==> src/rtl/intr_pkg.sv <==
// rtl/intr_pkg.sv - register offsets, interrupt codes and reset constants shared by intr_ctrl and the CSR decode
package intr_pkg;

  localparam logic [4:0] OFF_MTIME_LO    = 5'h00;
  localparam logic [4:0] OFF_MTIME_HI    = 5'h04;
  localparam logic [4:0] OFF_MTIMECMP_LO = 5'h08;
  localparam logic [4:0] OFF_MTIMECMP_HI = 5'h0C;
  localparam logic [4:0] OFF_EXT_CLR     = 5'h10;
  localparam logic [4:0] OFF_STATUS      = 5'h14;

  typedef enum logic [3:0] {
    INTR_NONE  = 4'd0,
    INTR_TIMER = 4'd1,
    INTR_EXT   = 4'd2
  } intr_code_e;

  // All-ones compare value keeps the timer quiet until software programs it.
  localparam logic [63:0] MTIMECMP_RST = 64'hFFFF_FFFF_FFFF_FFFF;

endpackage

==> src/rtl/irq_edge_sync.sv <==
// rtl/irq_edge_sync.sv - optional 2-flop synchronizer (INTR_CTRL_SYNC_EN) and rising-edge detector
module irq_edge_sync (
  input  logic i_clk,
  input  logic i_rst,
  input  logic i_irq,
  output logic o_rise
);

  logic w_cond;
  logic r_prev;

`ifdef INTR_CTRL_SYNC_EN
  logic r_sync1;
  logic r_sync2;

  always_ff @(posedge i_clk) begin
    if (i_rst) begin
      r_sync1 <= 1'b0;
      r_sync2 <= 1'b0;
    end else begin
      r_sync1 <= i_irq;
      r_sync2 <= r_sync1;
    end
  end

  assign w_cond = r_sync2;
`else
  // Source is already in the clk domain.
  assign w_cond = i_irq;
`endif

  always_ff @(posedge i_clk) begin
    if (i_rst) begin
      r_prev <= 1'b0;
    end else begin
      r_prev <= w_cond;
    end
  end

  assign o_rise = w_cond & ~r_prev;

endmodule

==> src/rtl/intr_ctrl.sv <==
// rtl/intr_ctrl.sv - mtime/mtimecmp timer plus edge-captured external IRQ; sync stage under INTR_CTRL_SYNC_EN
module intr_ctrl
  import intr_pkg::*;
#(
  parameter int PRESCALE = 1
) (
  input  logic        clk,
  input  logic        rst,
  input  logic        wr_en,
  input  logic        rd_en,
  input  logic [4:0]  addr,
  input  logic [31:0] wdata,
  output logic [31:0] rdata,
  input  logic        ext_irq,
  output logic [3:0]  interrupt
);

  localparam int            PW       = (PRESCALE > 1) ? $clog2(PRESCALE) : 1;
  localparam logic [PW-1:0] PRE_LAST = PW'(PRESCALE - 1);

  logic [PW-1:0] r_pre;
  logic [63:0]   r_mtime;
  logic [63:0]   r_mtimecmp;
  logic          r_ext_pend;
  intr_code_e    r_code;

  logic       w_tick;
  logic       w_tmr_pend;
  logic       w_rise;
  logic       w_wr_mtime_lo;
  logic       w_wr_mtime_hi;
  logic       w_wr_cmp_lo;
  logic       w_wr_cmp_hi;
  logic       w_wr_ext_clr;
  intr_code_e w_code;

  irq_edge_sync u_edge (
    .i_clk  (clk),
    .i_rst  (rst),
    .i_irq  (ext_irq),
    .o_rise (w_rise)
  );

  assign w_wr_mtime_lo = wr_en && (addr == OFF_MTIME_LO);
  assign w_wr_mtime_hi = wr_en && (addr == OFF_MTIME_HI);
  assign w_wr_cmp_lo   = wr_en && (addr == OFF_MTIMECMP_LO);
  assign w_wr_cmp_hi   = wr_en && (addr == OFF_MTIMECMP_HI);
  assign w_wr_ext_clr  = wr_en && (addr == OFF_EXT_CLR) && wdata[0];

  assign w_tick     = (r_pre == PRE_LAST);
  assign w_tmr_pend = (r_mtime >= r_mtimecmp);

  // The prescaler keeps running through mtime writes so software can't skew the tick phase.
  always_ff @(posedge clk) begin
    if (rst) begin
      r_pre <= '0;
    end else if (w_tick) begin
      r_pre <= '0;
    end else begin
      r_pre <= r_pre + 1'b1;
    end
  end

  always_ff @(posedge clk) begin
    if (rst) begin
      r_mtime <= '0;
    end else if (w_wr_mtime_lo) begin
      r_mtime[31:0] <= wdata;
    end else if (w_wr_mtime_hi) begin
      r_mtime[63:32] <= wdata;
    end else if (w_tick) begin
      r_mtime <= r_mtime + 64'd1;
    end
  end

  always_ff @(posedge clk) begin
    if (rst) begin
      r_mtimecmp <= MTIMECMP_RST;
    end else if (w_wr_cmp_lo) begin
      r_mtimecmp[31:0] <= wdata;
    end else if (w_wr_cmp_hi) begin
      r_mtimecmp[63:32] <= wdata;
    end
  end

  // A new edge outranks a same-cycle clear so no request is lost.
  always_ff @(posedge clk) begin
    if (rst) begin
      r_ext_pend <= 1'b0;
    end else if (w_rise) begin
      r_ext_pend <= 1'b1;
    end else if (w_wr_ext_clr) begin
      r_ext_pend <= 1'b0;
    end
  end

  always_comb begin
    w_code = INTR_NONE;
    if (r_ext_pend) begin
      w_code = INTR_EXT;
    end else if (w_tmr_pend) begin
      w_code = INTR_TIMER;
    end
  end

  always_ff @(posedge clk) begin
    if (rst) begin
      r_code <= INTR_NONE;
    end else begin
      r_code <= w_code;
    end
  end

  assign interrupt = r_code;

  always_comb begin
    rdata = '0;
    if (rd_en) begin
      case (addr)
        OFF_MTIME_LO:    rdata = r_mtime[31:0];
        OFF_MTIME_HI:    rdata = r_mtime[63:32];
        OFF_MTIMECMP_LO: rdata = r_mtimecmp[31:0];
        OFF_MTIMECMP_HI: rdata = r_mtimecmp[63:32];
        OFF_STATUS:      rdata = {30'd0, r_ext_pend, w_tmr_pend};
        default:         rdata = '0;
      endcase
    end
  end

endmodule

==> config.mk <==
export PLATFORM = sky130hd
export DESIGN_NAME = intr_ctrl
export DESIGN_NICKNAME = d
export VERILOG_FILES = /design/src/rtl/intr_pkg.sv /design/src/rtl/irq_edge_sync.sv /design/src/rtl/intr_ctrl.sv
export SDC_FILE = /design/constraint.sdc
export NUM_CORES = 1
export LEC_CHECK = 0
export CORE_UTILIZATION = 40
export CTS_BUF_LIST = sky130_fd_sc_hd__clkbuf_16
export DETAILED_ROUTE_END_ITERATION = 12
export HOLD_SLACK_MARGIN = 0.15
export PLACE_DENSITY = 0.71
export SETUP_SLACK_MARGIN = 0.5
export SYNTH_ARGS = -nofsm -noshare
export SYNTH_HDL_FRONTEND = slang
export SYNTH_HIERARCHICAL = 1
export SYNTH_SLANG_ARGS = --single-unit
export TNS_END_PERCENT = 20
==> constraint.sdc <==
create_clock -name clk -period 2.8 [get_ports clk]
set_input_delay 0.56 -clock clk [delete_from_list [all_inputs] [get_ports clk]]
set_output_delay 0.56 -clock clk [all_outputs]
set_load 0.1 [all_outputs]
Yosys cells after proc, flatten, opt, wreduce, memory -nomap -nowiden:

Cells that the tools add are included.

* bits in registers: 135
* input bits: 42
* output and inout port bits: 36
* logic and storage cells: 48

* add/sub/neg operators: 2
* magnitude comparators: 1
* equal/unequal tests: 8
* mux-type cells: 10
* bitwise operators: 5
* reductions and logical operators: 13

Operators with widths (number)
* one-hot mux 32 bit (5 select lines): 1
* 2-to-1 mux 32 bit: 4
* adder 64 x 1 -> 64 bit, second input constant: 1
* greater-or-equal comparator 64 bit: 1
* 2-to-1 mux 64 bit: 1
* == test 5 x 4 -> 1 bit, second input constant: 2
* == test 5 bit, second input constant: 2
* logical AND 1 bit: 6
* AND reduction 2 bit: 3
* == test 5 x 3 -> 1 bit, second input constant: 1
* zero test 5 bit: 1
* != test 2 x 1 -> 1 bit, second input constant: 2
* inverter 1 bit: 4
* OR reduction 2 bit: 2
* 2-to-1 mux 1 bit: 3
* 2-to-1 mux 2 bit: 1
* != test 2 bit, second input constant: 1
* nonzero test 2 bit: 1
* adder 1 bit, second input constant: 1
* AND 1 bit: 1

Depth between registers and ports, before layout:

* depth in word-level cells: 5
* depth in mapped cells: 10
* gate-level depth less buffers: 8

Cells and area by module:

The synthesis kept the hierarchy.

Modules (own cells, without submodules)
* intr_ctrl: instances 1, cells each 1065, area each 8564.5 um^2, seq. area each 2642.5 um^2
* irq_edge_sync: instances 1, cells each 3, area each 47.5 um^2, seq. area each 20.0 um^2

Least setup slack after synthesis:

Ideal clock, no wire load.

* kind: input to output
* start point: input addr[4]
* end point: output rdata[10]
* arrival: 3.441 ns
* data required time: 2.240 ns
* path slack: -1.201 ns
* stages: 8
* cells stage by stage: buf_2 nor3_1 and3_1 clkbuf_1 clkbuf_1 clkbuf_1 a22oi_1 a21oi_1

* longest elaborated chain between the ends: 3
* elaborated cells on any way between the ends: 7
* classes of those cells: eq/ne (4); mux (2); reduce/logical (1)

RTL lines
* start, declared: RTL line intr_ctrl.sv:11 `input logic [4:0] addr,`
* == test 5 bit (tied with other cells): RTL line intr_ctrl.sv:119 `case (addr)`
* one-hot mux 32 bit (5 select lines) (*): RTL line intr_ctrl.sv:119
* 2-to-1 mux 32 bit (*): RTL line intr_ctrl.sv:118 `if (rd_en) begin`
* end, declared: RTL line intr_ctrl.sv:13 `output logic [31:0] rdata,`

Mark *: on every way between the ends. The rest lies on a longest branch, timed or not.

Final worst setup path:

* start point: register r_mtime[61]
* end point: output rdata[0]

* longest elaborated chain between the ends: 3

RTL lines
* start, declared: RTL line intr_ctrl.sv:22 `logic [63:0] r_mtime;`
* start signal, assigned: RTL line intr_ctrl.sv:70 `r_mtime[63:32] <= wdata;`
* start signal, assigned: RTL line intr_ctrl.sv:72 `r_mtime <= r_mtime + 64'd1;`
* greater-or-equal comparator 64 bit: RTL line intr_ctrl.sv:51 `assign w_tmr_pend = (r_mtime >= r_mtimecmp);`
* one-hot mux 32 bit (5 select lines): RTL line intr_ctrl.sv:119
* 2-to-1 mux 32 bit: RTL line intr_ctrl.sv:118

Every way passes these cells.

==> results.py <==
metrics = {
    "outcome": {
        "status": "complete, but fails checks",
        "violations": "setup timing",
    },
    "sta": {
        "rsz0062_at_grt": "yes",
        "worst_pin_slew_ps": 881,
        "finalHoldViolations": 0,
        "slew_viol_final": 0,
        "final.min_clock_period_ps": 3380,
        "hold_ws_ps": 515,
        "clock.fmax_ghz": 0.296,
        "relSlewSlack": 0.413,
        "tns_ps": -577,
        "fin_crit_sh": 1.21,
        "worst_slack_ps": -577,
        "setup_violations": 1,
        "finalClockSkew_ps": 7.92,
    },
    "pwr": {
        "powerDensity_nw_per_um2": 368,
        "clockPowerShare": 0.499,
        "leakage_nw": 5.54,
        "switching_share": 0.251,
        "ir_drop_uv": 365,
        "power.switching_mw": 1.25,
        "p_comb_frac": 0.109,
        "power_frac_seq": 0.392,
        "p_int_mw": 3.72,
    },
    "drt": {
        "drcViolationCount": 0,
        "drt_iter0_markers": 942,
        "ant_nets": 0,
        "vias": 9620,
        "wirelength_microns": 32800,
        "viasPerCell": 6.12,
        "wl_per_cell_microns": 20.9,
        "first_pass_iters": 6,
    },
    "yosys": {
        "synthSimpleGateAreaFrac": 0.221,
        "ys_warn_count": 6,
        "ys.flop_type": "dfxtp_1",
        "synth_async_sr_flop_share": 0,
        "synth_cell_types": 74,
        "synth_top_area_cell": "dfxtp_1",
        "syn_inst": 1068,
        "synth_seq_cells": 133,
        "synth_xor_area_frac": 0.0315,
        "synthesis.area_sq_um": 8610,
        "synth_compound_area_frac": 0.274,
        "synth_mux_area_frac": 0.00116,
        "syn_area_per_cell_sq_um": 8.06,
        "synth_enable_flop_cells": 0,
        "yosys.area_share.adder": 0.0944,
        "synth.top_cell.area_share": 0.309,
        "ys_seq_area_frac": 0.309,
        "synth.area.top_cells": "dfxtp_1, ha_1, a211o_1, a22oi_1, nor2_1",
        "synth_top_family_by_area": "compound AO/OA/AOI/OAI gates",
    },
    "setup_path": {
        "criticalPathCategory": "reg2out",
        "path_cells": "ha_4 > nand4_1 > nor2_1 > o41ai_1 > o221ai_2 > buf_4 > nor3_4 > buf_6 > a21oi_4 > buf_12",
        "endpoint_kind": "output pin",
        "arrival_ps": 2820,
        "crit_slowest_cell": "o41ai_1",
        "required_ps": 2240,
        "max_stage_delay_ps": 480,
        "critical_path.max_fanout": 3,
        "startpoint_type": "flip-flop",
        "reg2regPathDepth": 7,
    },
    "cells_and_area": {
        "fin_nets": 1391,
        "n_antenna_cell": 0,
        "final_core_util": 0.641,
        "area_growth_syn_to_layout_pct": 56.9,
        "final_cell_mix": "buf_4, nor2_1, dfxtp_1",
        "final_cells": 1571,
        "final_common_cell": "buf_4",
        "drive_above_1_share": 0.373,
    },
    "cts": {
        "clk_path_buf_depth": 2,
        "clock-root-buffer": "clkbuf_16",
        "cts.clk_slew.worst_paths_ps": 60,
        "clk-insertion-delay-late_ps": 430,
        "cts_tree": "built",
        "cts_buffers": 17,
        "postCtsHoldBufs": 0,
        "cts-htree-levels": 4,
        "cts.sinks": 133,
    },
    "die": {
        "core_sq_um": 21100,
        "die_h_microns": 149,
        "rows": 53,
        "die_x_microns": 149,
        "pin_count": 78,
        "initial_core_util": 0.408,
        "die_area_sq_um": 22100,
    },
    "min_path": {
        "hold_path_depth": 1,
        "hp-class": "reg2reg",
    },
    "place": {
        "gp_congestion": 0.922,
        "hpwl_microns": 21100,
        "port_buffers": 75,
        "dp_slack_ps": -343,
        "place_inst": 1521,
    },
    "global_route": {
        "grt_pass1_vias": 9169,
        "grt_overflow": 0,
        "antenna_found_initial": 1,
        "grt_max_degree": 68,
        "grt_use_total": 0.286,
        "grt_pass1_wl_microns": 49100,
    },
    "run": {
        "cap_violations": 0,
    },
}
[synth_stat cells, types with 3 or more instances]
library cell,n
a2111oi_0,3
or4_1,6
nand2_1,53
dfxtp_1,133
a22oi_1,68
a311oi_1,7
o31ai_1,3
a211o_1,64
buf_2,5
buf_1,7
inv_1,77
xor2_1,16
a211oi_1,42
nand4_1,26
o211ai_1,4
nor2_1,112
nor4_1,10
o21bai_1,3
or3_1,6
and2_1,8
a31oi_1,7
and4_1,7
and3_1,45
nand2b_1,4
ha_1,65
a21oi_1,72
xnor2_1,15
nor3_1,23
clkbuf_1,59
o21ai_0,27
o41ai_1,3
a221oi_1,5
nor2b_1,4
nand3_1,30
[cell type report]
type | instances | area, sq um
Fill cell | 1597 | 7580
Multi-Input combinational cell | 786 | 6580
Timing Repair Buffer | 269 | 2960
Sequential cell | 133 | 2700
Clock buffer | 17 | 425
Tap cell | 275 | 344
Inverter | 77 | 289
Clock inverter | 14 | 209
[cells by family after synthesis]
kind of cell	Yosys count
and+or+nand+nor	357
AOI/OAI and AO/OA	329
buffers and inverters	151
DFF	133
adders and majority gates	65
xor gates and xnor gates	31
other	1
muxes	1
[through the flow]
step / area [sq um] / power, mW
detailed placement: 11600 / 2.44
floorplan: 9150 / 2.21
finish: 13500 / 4.96
global route: 13500 / 5.10
CTS: 13100 / 4.93
global placement: 11600 / 2.43
[worst max-delay path: cells and delay by family, from the launching register on]
kind	cells	cell delay, ps
AOI/OAI and AO/OA	3	730
and+or+nand+nor	3	480
adders and majority gates	1	250
DFF	1	430
buffers and inverters	3	480
[registers in the layout (all words and copies together) (netlist names)]
signal,cells
interrupt,2
r_ext_pend,1
r_mtime,64
r_mtimecmp,64
r_pre,1
u_edge/r_prev,1
[per-layer routing]
metal	global-route usage	wire length, microns
met1	0.377	13800
met2	0.471	15400
met3	0.0428	2440
met4	0.109	1130
met5	0	8
[path summary, 6_finish.rpt]
check | endpoint | slack [ps] | start
worst min register to register | r_mtimecmp[38]$_SDFFE_PP1P_ | 520 | r_mtimecmp[38]$_SDFFE_PP1P_
worst max register to register | r_mtime[58]$_SDFFE_PP0P_ | 100 | r_mtime[23]$_SDFFE_PP0P_
worst min-delay path | r_mtimecmp[38]$_SDFFE_PP1P_ | 520 | r_mtimecmp[38]$_SDFFE_PP1P_
worst max-delay path | rdata[0] | -580 | r_mtime[61]$_SDFFE_PP0P_
[power groups by stage]
stage | Sequential, mW | Clock, mW | Combinational [mW]
finish | 1.95 | 2.48 | 0.542
global route | 1.95 | 2.58 | 0.568
CTS | 1.94 | 2.48 | 0.504
detailed placement | 1.98 | 0 | 0.459
global placement | 1.98 | 0 | 0.453
floorplan | 1.99 | 0 | 0.221
[what timing repair did]
action                                  CTS  global route
endpoints found under the setup margin  127            55
resized for setup                       161            92
setup buffers                            11             3
pin swaps                                89           120
gates cloned                              5             0
Note: power is estimated with default switching activity, not from simulation.
